==> config.mk <==
export PLATFORM = sky130hd
export DESIGN_NAME = io_port_arbiter_flat
export DESIGN_NICKNAME = d
export VERILOG_FILES = /design/src/rtl/io_port_arbiter_if.sv /design/src/rtl/io_port_arbiter.sv /design/src/flat_wrapper.sv
export SDC_FILE = /design/constraint.sdc
export NUM_CORES = 1
export LEC_CHECK = 0
export BUFFER_PORTS_ARGS = -buffer_cell sky130_fd_sc_hd__buf_2
export CORE_MARGIN = 8
export CORE_UTILIZATION = 40
export CTS_CLUSTER_DIAMETER = 150
export DETAILED_ROUTE_END_ITERATION = 12
export GPL_TIMING_DRIVEN = 0
export HOLD_SLACK_MARGIN = 0.05
export PLACE_DENSITY = 0.75
export SYNTH_ARGS = -nofsm -noshare
export SYNTH_HDL_FRONTEND = slang
export SYNTH_SLANG_ARGS = --single-unit
export TNS_END_PERCENT = 50
==> constraint.sdc <==
create_clock -name clk -period 1.4 [get_ports clk]
set_input_delay 0.07 -clock clk [delete_from_list [all_inputs] [get_ports clk]]
set_output_delay 0.07 -clock clk [all_outputs]
set_load 0.02 [all_outputs]
==> src/rtl/io_port_arbiter_if.sv <==
// io_port_arbiter_if: requester handshake and IO port bus signals of io_port_arbiter.
// slave is the arbiter side; master is the requester/bus-model side.
interface io_port_arbiter_if #(
   parameter int NUM_REQ = 2
);
   logic [NUM_REQ-1:0]   req_valid;
   logic [NUM_REQ-1:0]   req_write;
   logic [NUM_REQ*8-1:0] req_port_id;
   logic [NUM_REQ*8-1:0] req_wdata;
   logic [NUM_REQ-1:0]   req_ready;
   logic [NUM_REQ-1:0]   rsp_valid;
   logic [7:0]           rsp_rdata;
   logic [7:0]           IO_port_ID;
   logic [7:0]           IO_write_data;
   logic                 IO_write_strobe;
   logic                 IO_read_strobe;
   logic [7:0]           IO_read_data;
   logic                 busy;
   modport slave (
      input  req_valid, req_write, req_port_id, req_wdata, IO_read_data,
      output req_ready, rsp_valid, rsp_rdata, IO_port_ID, IO_write_data,
             IO_write_strobe, IO_read_strobe, busy
   );
   modport master (
      output req_valid, req_write, req_port_id, req_wdata, IO_read_data,
      input  req_ready, rsp_valid, rsp_rdata, IO_port_ID, IO_write_data,
             IO_write_strobe, IO_read_strobe, busy
   );
endinterface

==> src/rtl/io_port_arbiter.sv <==
// io_port_arbiter: round-robin sharing of one 8-bit IO port bus among NUM_REQ requesters,
// one strobe per transaction, read data returned RD_LATENCY cycles after the strobe.
module io_port_arbiter #(
   parameter int NUM_REQ    = 2,
   parameter int RD_LATENCY = 1
) (
   input logic              clk,
   input logic              reset,
   io_port_arbiter_if.slave bus
);
   localparam int IW = (NUM_REQ > 1) ? $clog2(NUM_REQ) : 1;
   typedef enum logic [1:0] {IDLE, ISSUE, WAIT, CAPTURE} state_t;
   state_t             state_q, state_d;
   logic [IW-1:0]      ptr_q, ptr_d, win;
   logic [7:0]         id_q, id_d, wd_q, wd_d, rd_q, rd_d;
   logic               wr_q, wr_d;
   logic [2:0]         cnt_q, cnt_d;
   logic [NUM_REQ-1:0] ready, rsp;
   // Scan downward so the nearest valid requester after p overwrites any farther one.
   function automatic logic [IW-1:0] rr_pick(input logic [NUM_REQ-1:0] v, input logic [IW-1:0] p);
      logic [IW-1:0] idx;
      rr_pick = p;
      for (int k = NUM_REQ; k >= 1; k--) begin
         idx = IW'((int'(p) + k) % NUM_REQ);
         if (v[idx]) rr_pick = idx;
      end
   endfunction
   assign win = rr_pick(bus.req_valid, ptr_q);
   always_comb begin
      state_d = state_q;
      ptr_d   = ptr_q;
      id_d    = id_q;
      wd_d    = wd_q;
      wr_d    = wr_q;
      rd_d    = rd_q;
      cnt_d   = cnt_q;
      ready   = '0;
      rsp     = '0;
      case (state_q)
         IDLE: if (|bus.req_valid) begin
            ready[win] = reset;
            ptr_d      = win;
            id_d       = bus.req_port_id[{win, 3'b000} +: 8];
            wd_d       = bus.req_wdata[{win, 3'b000} +: 8];
            wr_d       = bus.req_write[win];
            state_d    = ISSUE;
         end
         ISSUE: begin
            if (wr_q) state_d = IDLE;
            else if (RD_LATENCY == 0) begin
               rd_d    = bus.IO_read_data;
               state_d = CAPTURE;
            end else begin
               cnt_d   = 3'(RD_LATENCY);
               state_d = WAIT;
            end
         end
         WAIT: begin
            cnt_d = cnt_q - 3'd1;
            if (cnt_q == 3'd1) begin
               rd_d    = bus.IO_read_data;
               state_d = CAPTURE;
            end
         end
         default: begin
            rsp[ptr_q] = 1'b1;
            state_d    = IDLE;
         end
      endcase
   end
   always_ff @(posedge clk or negedge reset) begin
      if (!reset) begin
         state_q <= IDLE;
         ptr_q   <= IW'(NUM_REQ - 1);
         id_q    <= '0;
         wd_q    <= '0;
         wr_q    <= 1'b0;
         rd_q    <= '0;
         cnt_q   <= '0;
      end else begin
         state_q <= state_d;
         ptr_q   <= ptr_d;
         id_q    <= id_d;
         wd_q    <= wd_d;
         wr_q    <= wr_d;
         rd_q    <= rd_d;
         cnt_q   <= cnt_d;
      end
   end
   assign bus.req_ready       = ready;
   assign bus.rsp_valid       = rsp;
   assign bus.rsp_rdata       = rd_q;
   assign bus.IO_port_ID      = id_q;
   assign bus.IO_write_data   = wd_q;
   assign bus.IO_write_strobe = (state_q == ISSUE) && wr_q;
   assign bus.IO_read_strobe  = (state_q == ISSUE) && !wr_q;
   assign bus.busy            = state_q != IDLE;
endmodule

==> src/flat_wrapper.sv <==
// flat-port wrapper written by rule: the top's interface ports become plain ports
module io_port_arbiter_flat 
#(
   parameter int NUM_REQ    = 2,
   parameter int RD_LATENCY = 1
)
  (clk, reset, bus_req_valid, bus_req_write, bus_req_port_id, bus_req_wdata, bus_IO_read_data, bus_req_ready, bus_rsp_valid, bus_rsp_rdata, bus_IO_port_ID, bus_IO_write_data, bus_IO_write_strobe, bus_IO_read_strobe, bus_busy);
  io_port_arbiter_if #(.NUM_REQ(NUM_REQ)) bus_i ();
  input logic clk;
  input logic reset;
  input wire logic [$bits(bus_i.req_valid)-1:0] bus_req_valid;
  input wire logic [$bits(bus_i.req_write)-1:0] bus_req_write;
  input wire logic [$bits(bus_i.req_port_id)-1:0] bus_req_port_id;
  input wire logic [$bits(bus_i.req_wdata)-1:0] bus_req_wdata;
  input wire logic [$bits(bus_i.IO_read_data)-1:0] bus_IO_read_data;
  output wire logic [$bits(bus_i.req_ready)-1:0] bus_req_ready;
  output wire logic [$bits(bus_i.rsp_valid)-1:0] bus_rsp_valid;
  output wire logic [$bits(bus_i.rsp_rdata)-1:0] bus_rsp_rdata;
  output wire logic [$bits(bus_i.IO_port_ID)-1:0] bus_IO_port_ID;
  output wire logic [$bits(bus_i.IO_write_data)-1:0] bus_IO_write_data;
  output wire logic [$bits(bus_i.IO_write_strobe)-1:0] bus_IO_write_strobe;
  output wire logic [$bits(bus_i.IO_read_strobe)-1:0] bus_IO_read_strobe;
  output wire logic [$bits(bus_i.busy)-1:0] bus_busy;
  assign bus_i.req_valid = bus_req_valid;
  assign bus_i.req_write = bus_req_write;
  assign bus_i.req_port_id = bus_req_port_id;
  assign bus_i.req_wdata = bus_req_wdata;
  assign bus_i.IO_read_data = bus_IO_read_data;
  assign bus_req_ready = bus_i.req_ready;
  assign bus_rsp_valid = bus_i.rsp_valid;
  assign bus_rsp_rdata = bus_i.rsp_rdata;
  assign bus_IO_port_ID = bus_i.IO_port_ID;
  assign bus_IO_write_data = bus_i.IO_write_data;
  assign bus_IO_write_strobe = bus_i.IO_write_strobe;
  assign bus_IO_read_strobe = bus_i.IO_read_strobe;
  assign bus_busy = bus_i.busy;
  io_port_arbiter #(.NUM_REQ(NUM_REQ), .RD_LATENCY(RD_LATENCY)) u_core (.clk(clk), .reset(reset), .bus(bus_i));
endmodule
== Word level (Yosys, flattened, before mapping) ==
Index checks and enable logic that the tools add are counted.
Widths: inputs -> output; s select.

* ROM bits: 0
* Memories: 0
* Register bits after elaboration: 31
* Logic and storage cells: 60
* Latch bits: 0
* Input bits: 46
* Output and inout port bits: 31
* RAM bits: 0

* Eq/ne operators: 6
* Multiply operators: 0
* $add $sub $neg: 3
* Shift operators: 2
* Muxes and demuxes: 21
* Order comparisons: 6
* Div/mod/pow operators: 0
* Bitwise gates (word level): 1
* Reduce and logical (&&, ||, !) cells: 14

{| class="wikitable"
|+ Operators with widths
! operator !! number
|-
| $shiftx 16x5->8 || 2
|-
| $mux 2 || 6
|-
| $mux 1 || 10
|-
| $lt 1x2->1 const B || 4
|-
| $reduce_and 2->1 || 4
|-
| $pmux 2 s3 || 1
|-
| $pmux 3 s2 || 1
|-
| $logic_and 1x1->1 || 4
|-
| $ne 2x1->1 const B || 2
|-
| $reduce_bool 2->1 || 2
|-
| $eq 3x1->1 const B || 1
|-
| $mux 3 || 1
|-
| $reduce_or 3->1 || 1
|-
| $sub 3x1->3 const B || 1
|-
| $add 1x1->1 const B || 2
|-
| $and 2x2->2 || 1
|-
| $demux 1 s1 || 2
|-
| $eq 2x1->1 const B || 1
|-
| $eq 2x2->1 const B || 1
|-
| $ge 1x1->1 const B || 2
|-
| $logic_not 2->1 || 1
|-
| $ne 2x2->1 const B || 1
|-
| $reduce_or 2->1 || 1
|-
| $logic_not 1->1 || 1
|}

== Logic depth before layout (Yosys ltp) ==
* Word-level depth: 12
* Mapped depth: 5

== Least setup slack after synthesis ==
OpenSTA, ideal clock, no wires.

* Path type: flip-flop to flip-flop
* Start point: register u_core.state_q[0]
* End point: register u_core.state_q[1]
* Path buffers: 0
* Setup time: 0.066 ns
* Period minus slack after synthesis: 1.421 ns
* Setup slack: -0.021 ns
* Stages on the path, launching flop included: 4
* Arrival time: 1.355 ns
* Path through: dfrtp_1 inv_1 nor3_1 or2_2

* Cells in the longest elaborated chain, start to end: 3

{| class="wikitable"
|+ RTL lines
! what !! line !! text
|-
| start, declared || io_port_arbiter.sv:13 || <nowiki>state_t state_q, state_d;</nowiki>
|-
| start signal, assigned || io_port_arbiter.sv:81 || <nowiki>state_q <= state_d;</nowiki>
|-
| $eq 2x2->1 or $logic_not 2->1 (tied branches) || io_port_arbiter.sv:39 || <nowiki>case (state_q)</nowiki>
|-
| $ne 2x1->1 (no source line) || - ||
|-
| $reduce_and 2->1 (no source line) || - ||
|}

Several ways; a longest one is shown, not always the timed one.
A chain may end at the register's enable or synchronous reset.

== Worst setup path in the final report ==
* Start point: register u_core.state_q[1]
* End point: output port bus_req_ready[1]

* Cells in the longest elaborated chain, start to end: 2

{| class="wikitable"
|+ RTL lines
! what !! line !! text
|-
| $logic_not 2->1 || io_port_arbiter.sv:39 ||
|-
| $mux 2 || io_port_arbiter.sv:39 ||
|-
| end, declared || flat_wrapper.sv:16 || <nowiki>output wire logic [$bits(bus_i.req_ready)-1:0] bus_req_ready;</nowiki>
|}

Every way passes these cells.

==> impl_metrics.csv <==
group,metric,value,unit
die,coreArea,3610,um2
route,wl_met1,1.83,mm
status,status,"finished with violations",
global_routing,grt_pass1_vias,1475,
logic_synthesis,ys.warnings.count,0,
power_and_ir_drop,power,5.27,mW
sta,slew_viol_final,0,
die,pin_count,77,
cts,clock_latency,0.28,ns
layout,fill_cells,308,
route,dr_wl_met2,2.28,mm
placed_design,dp_slack,-0.103,ns
layout,final_net_count,297,
die,die_w,76.7,um
sta,tightest_slew,0.693,ns
route,first_pass_iters,4,
global_routing,grt_antenna_before_repair,0,
cts,cts_max_level,2,
hold_path,hp-class,"input pin to asynchronous set/reset pin",
route,drc,0,
logic_synthesis,synth_area,1470,um2
cts,cts_buffers,5,
logic_synthesis,syn_avg_cell_area,10.1,um2
power_and_ir_drop,powerDensity,2260,nW/um2
route,routed-wl-met3,287,um
die,die_area,5880,um2
global_routing,grt_overflow_total,0,
cts,cts_root_buf,"clkbuf_8",
cts,clkSinkCount,31,
route,highest_layer,"met4",
sta,fin_ws,-0.0450,ns
worst_setup_path,r2r_start,"u_core.state_q[1]",
layout,syn_to_final_growth,57.8,%
power_and_ir_drop,ir_drop,978,uV
logic_synthesis,ys_ff_latch,31,
sta,setup_viol,2,
worst_setup_path,required,1.33,ns
layout,diodes,0,
route,antenna_left,0,
logic_synthesis,synth_fp_nets,194,
placed_design,placedCellCount,270,
sta,rsz0062_at_grt,"yes",
worst_setup_path,start_kind,"flop",
placed_design,dp_hpwl,2.92,mm
route,drtIter0Drc,55,
global_routing,grt_use_total,14.8,%
layout,final_cell_mix,"buf_2 (73), inv_1 (37), dfrtp_1 (28)",
global_routing,grt_max_degree,33,
sta,layout_min_cycle_time,1.45,ns
cts,cts_tree,"built",
sta,timing.final.crit_share,103,%
die,die_y,76.7,um
cts,hold_buffers,8,
power_and_ir_drop,p_leak,1.27,nW
job,max_cap_viol_count,0,
worst_setup_path,cp-end-kind,"output pin",
sta,max_freq,692,MHz
cts,cts.clk_slew.worst_paths,0.06,ns
worst_setup_path,crit_path_max_fanout,6,
cts,clk_path_buf_depth,2,
status,violations,"negative hold slack, negative setup slack",
logic_synthesis,synth.distinct_cells,28,
sta,final.setup_skew,0.00320,ns
global_routing,grt_pass1_wl,7.07,mm
route,routed_wl,4.45,mm
logic_synthesis,synth_seq_area_share,52.7,%
route,vias,1430,
layout,drive_gt1_share,50.4,%
logic_synthesis,synthCells,146,
sta,hold_violations,30,
placed_design,portBuffers,76,
sta,slew_headroom,53.8,%
route,drt-wirelength-per-cell,14.9,um
worst_setup_path,setup.worst_path.start,"u_core.state_q[1]",
worst_setup_path,criticalPathCategory,"flop to output pin",
worst_setup_path,worstPathArrival,1.38,ns
layout,layout_commonest_cell,"buf_2",
die,initial_core_util,40.9,%
layout,layoutNonFillerInstCount,298,
die,rows,22,
sta,whs,-0.168,ns
placed_design,finalWeightedCongestion,0.775,
route,viasPerCell,4.80,
[flip-flops by register name, summed over array words and instances (netlist names)]
name and count:
u_core.bus.IO_port_ID 8, u_core.cnt_q 3, u_core.wr_q 1, u_core.ptr_q 1, u_core.bus.IO_write_data 8, u_core.bus.rsp_rdata 8
u_core.state_q 2
[Yosys cell counts (all sizes together)]
master	number	area share, %
inv	39	9.9
dfrtp	30	51
o21ai	17	5.8
o221ai	17	10
mux2	8	6.1
nor2	7	2.0
buf	3	1.4
nand2b	3	1.3
a21oi	2	0.68
clkbuf	2	0.51
ha	2	1.7
nand2	2	0.51
nand3	2	1.4
or2	2	0.85
a211oi	1	0.51
a311oi	1	0.59
and3	1	0.51
and3b	1	0.59
dfstp	1	1.8
nor2b	1	0.93
nor3	1	0.34
nor3b	1	0.51
o21a	1	0.51
xnor2	1	0.59
[per-stage QoR]
step	TNS, ns	utilization [%]	instance area [um2]	hold WS [ns]
after CTS	-0.161	61.2	2210	-0.141
after global routing	-0.724	64.5	2330	-0.114
after detailed placement	-1.68	53.2	1920	0.157
after floorplan	0	-	1480	-0.226
final	-0.0893	64.5	2330	-0.168
after global placement	-1.41	53.2	1920	0.161
[critical path, cell delays in order (launching register included)]
cell and delay (ns):
dfrtp_2 0.45, nor2_4 0.17, buf_6 0.12, nand3_4 0.09, nor2_2 0.13, buf_6 0.13
[logic make-up (layout without fill, tap and decap cells)]
family          Yosys count  after routing  share of synthesized area, %
buf+inv                  44            148                          11.9
compound gates           39             39                          18.2
mux                       8              8                          6.11
fa+ha+maj                 2              2                          1.70
simple gates             21             21                          8.83
flops                    31             31                          52.7
xor+xnor                  1              1                         0.594
[report_power, final]
part | total [mW] | switching, mW | internal, mW
registers | 1.64 | 0.285 | 1.36
logic | 2.71 | 1.45 | 1.27
clock network | 0.910 | 0.335 | 0.575
[timing repair]
item / in CTS / in global routing
gates resized for setup: 12 / 23
setup endpoints to repair: 21 / 22
pin swaps: 3 / 2
hold endpoints to repair: 38 / 30
cloned: 0 / 1
setup buffers: 7 / 6
[routing by layer]
metal,GRT usage (%),vias up
met1,17.6,678
met3,4.31,5
li1,-,694
met5,0,-
met2,24.1,53
met4,6.35,0
[final timing paths]
kind,endpoint,slack [ns],cells after the start
min,u_core.bus.IO_write_data[7],-0.17,1
max,bus_req_ready[1],-0.05,5
max reg2reg,u_core.bus.rsp_rdata[0],0.02,4
min in group clk,u_core.bus.IO_port_ID[1],0.05,3
max in group asynchronous,u_core.state_q[1],1.08,1
min reg2reg,u_core.bus.rsp_rdata[1],0.51,1
[final cells by class]
cell class                 instances  area (um2)  area share [%]
multi-input combinational         71         598            25.7
sequential                        31         779            33.5
buffer                             3        30.0            1.29
inverter                          39         149            6.40
tap                               48        60.1            2.58
timing repair buffer              98         592            25.4
clock inverter                     2        35.0            1.51
clock buffer                       6        82.6            3.55
Note: power is estimated with default switching activity, not from simulation.
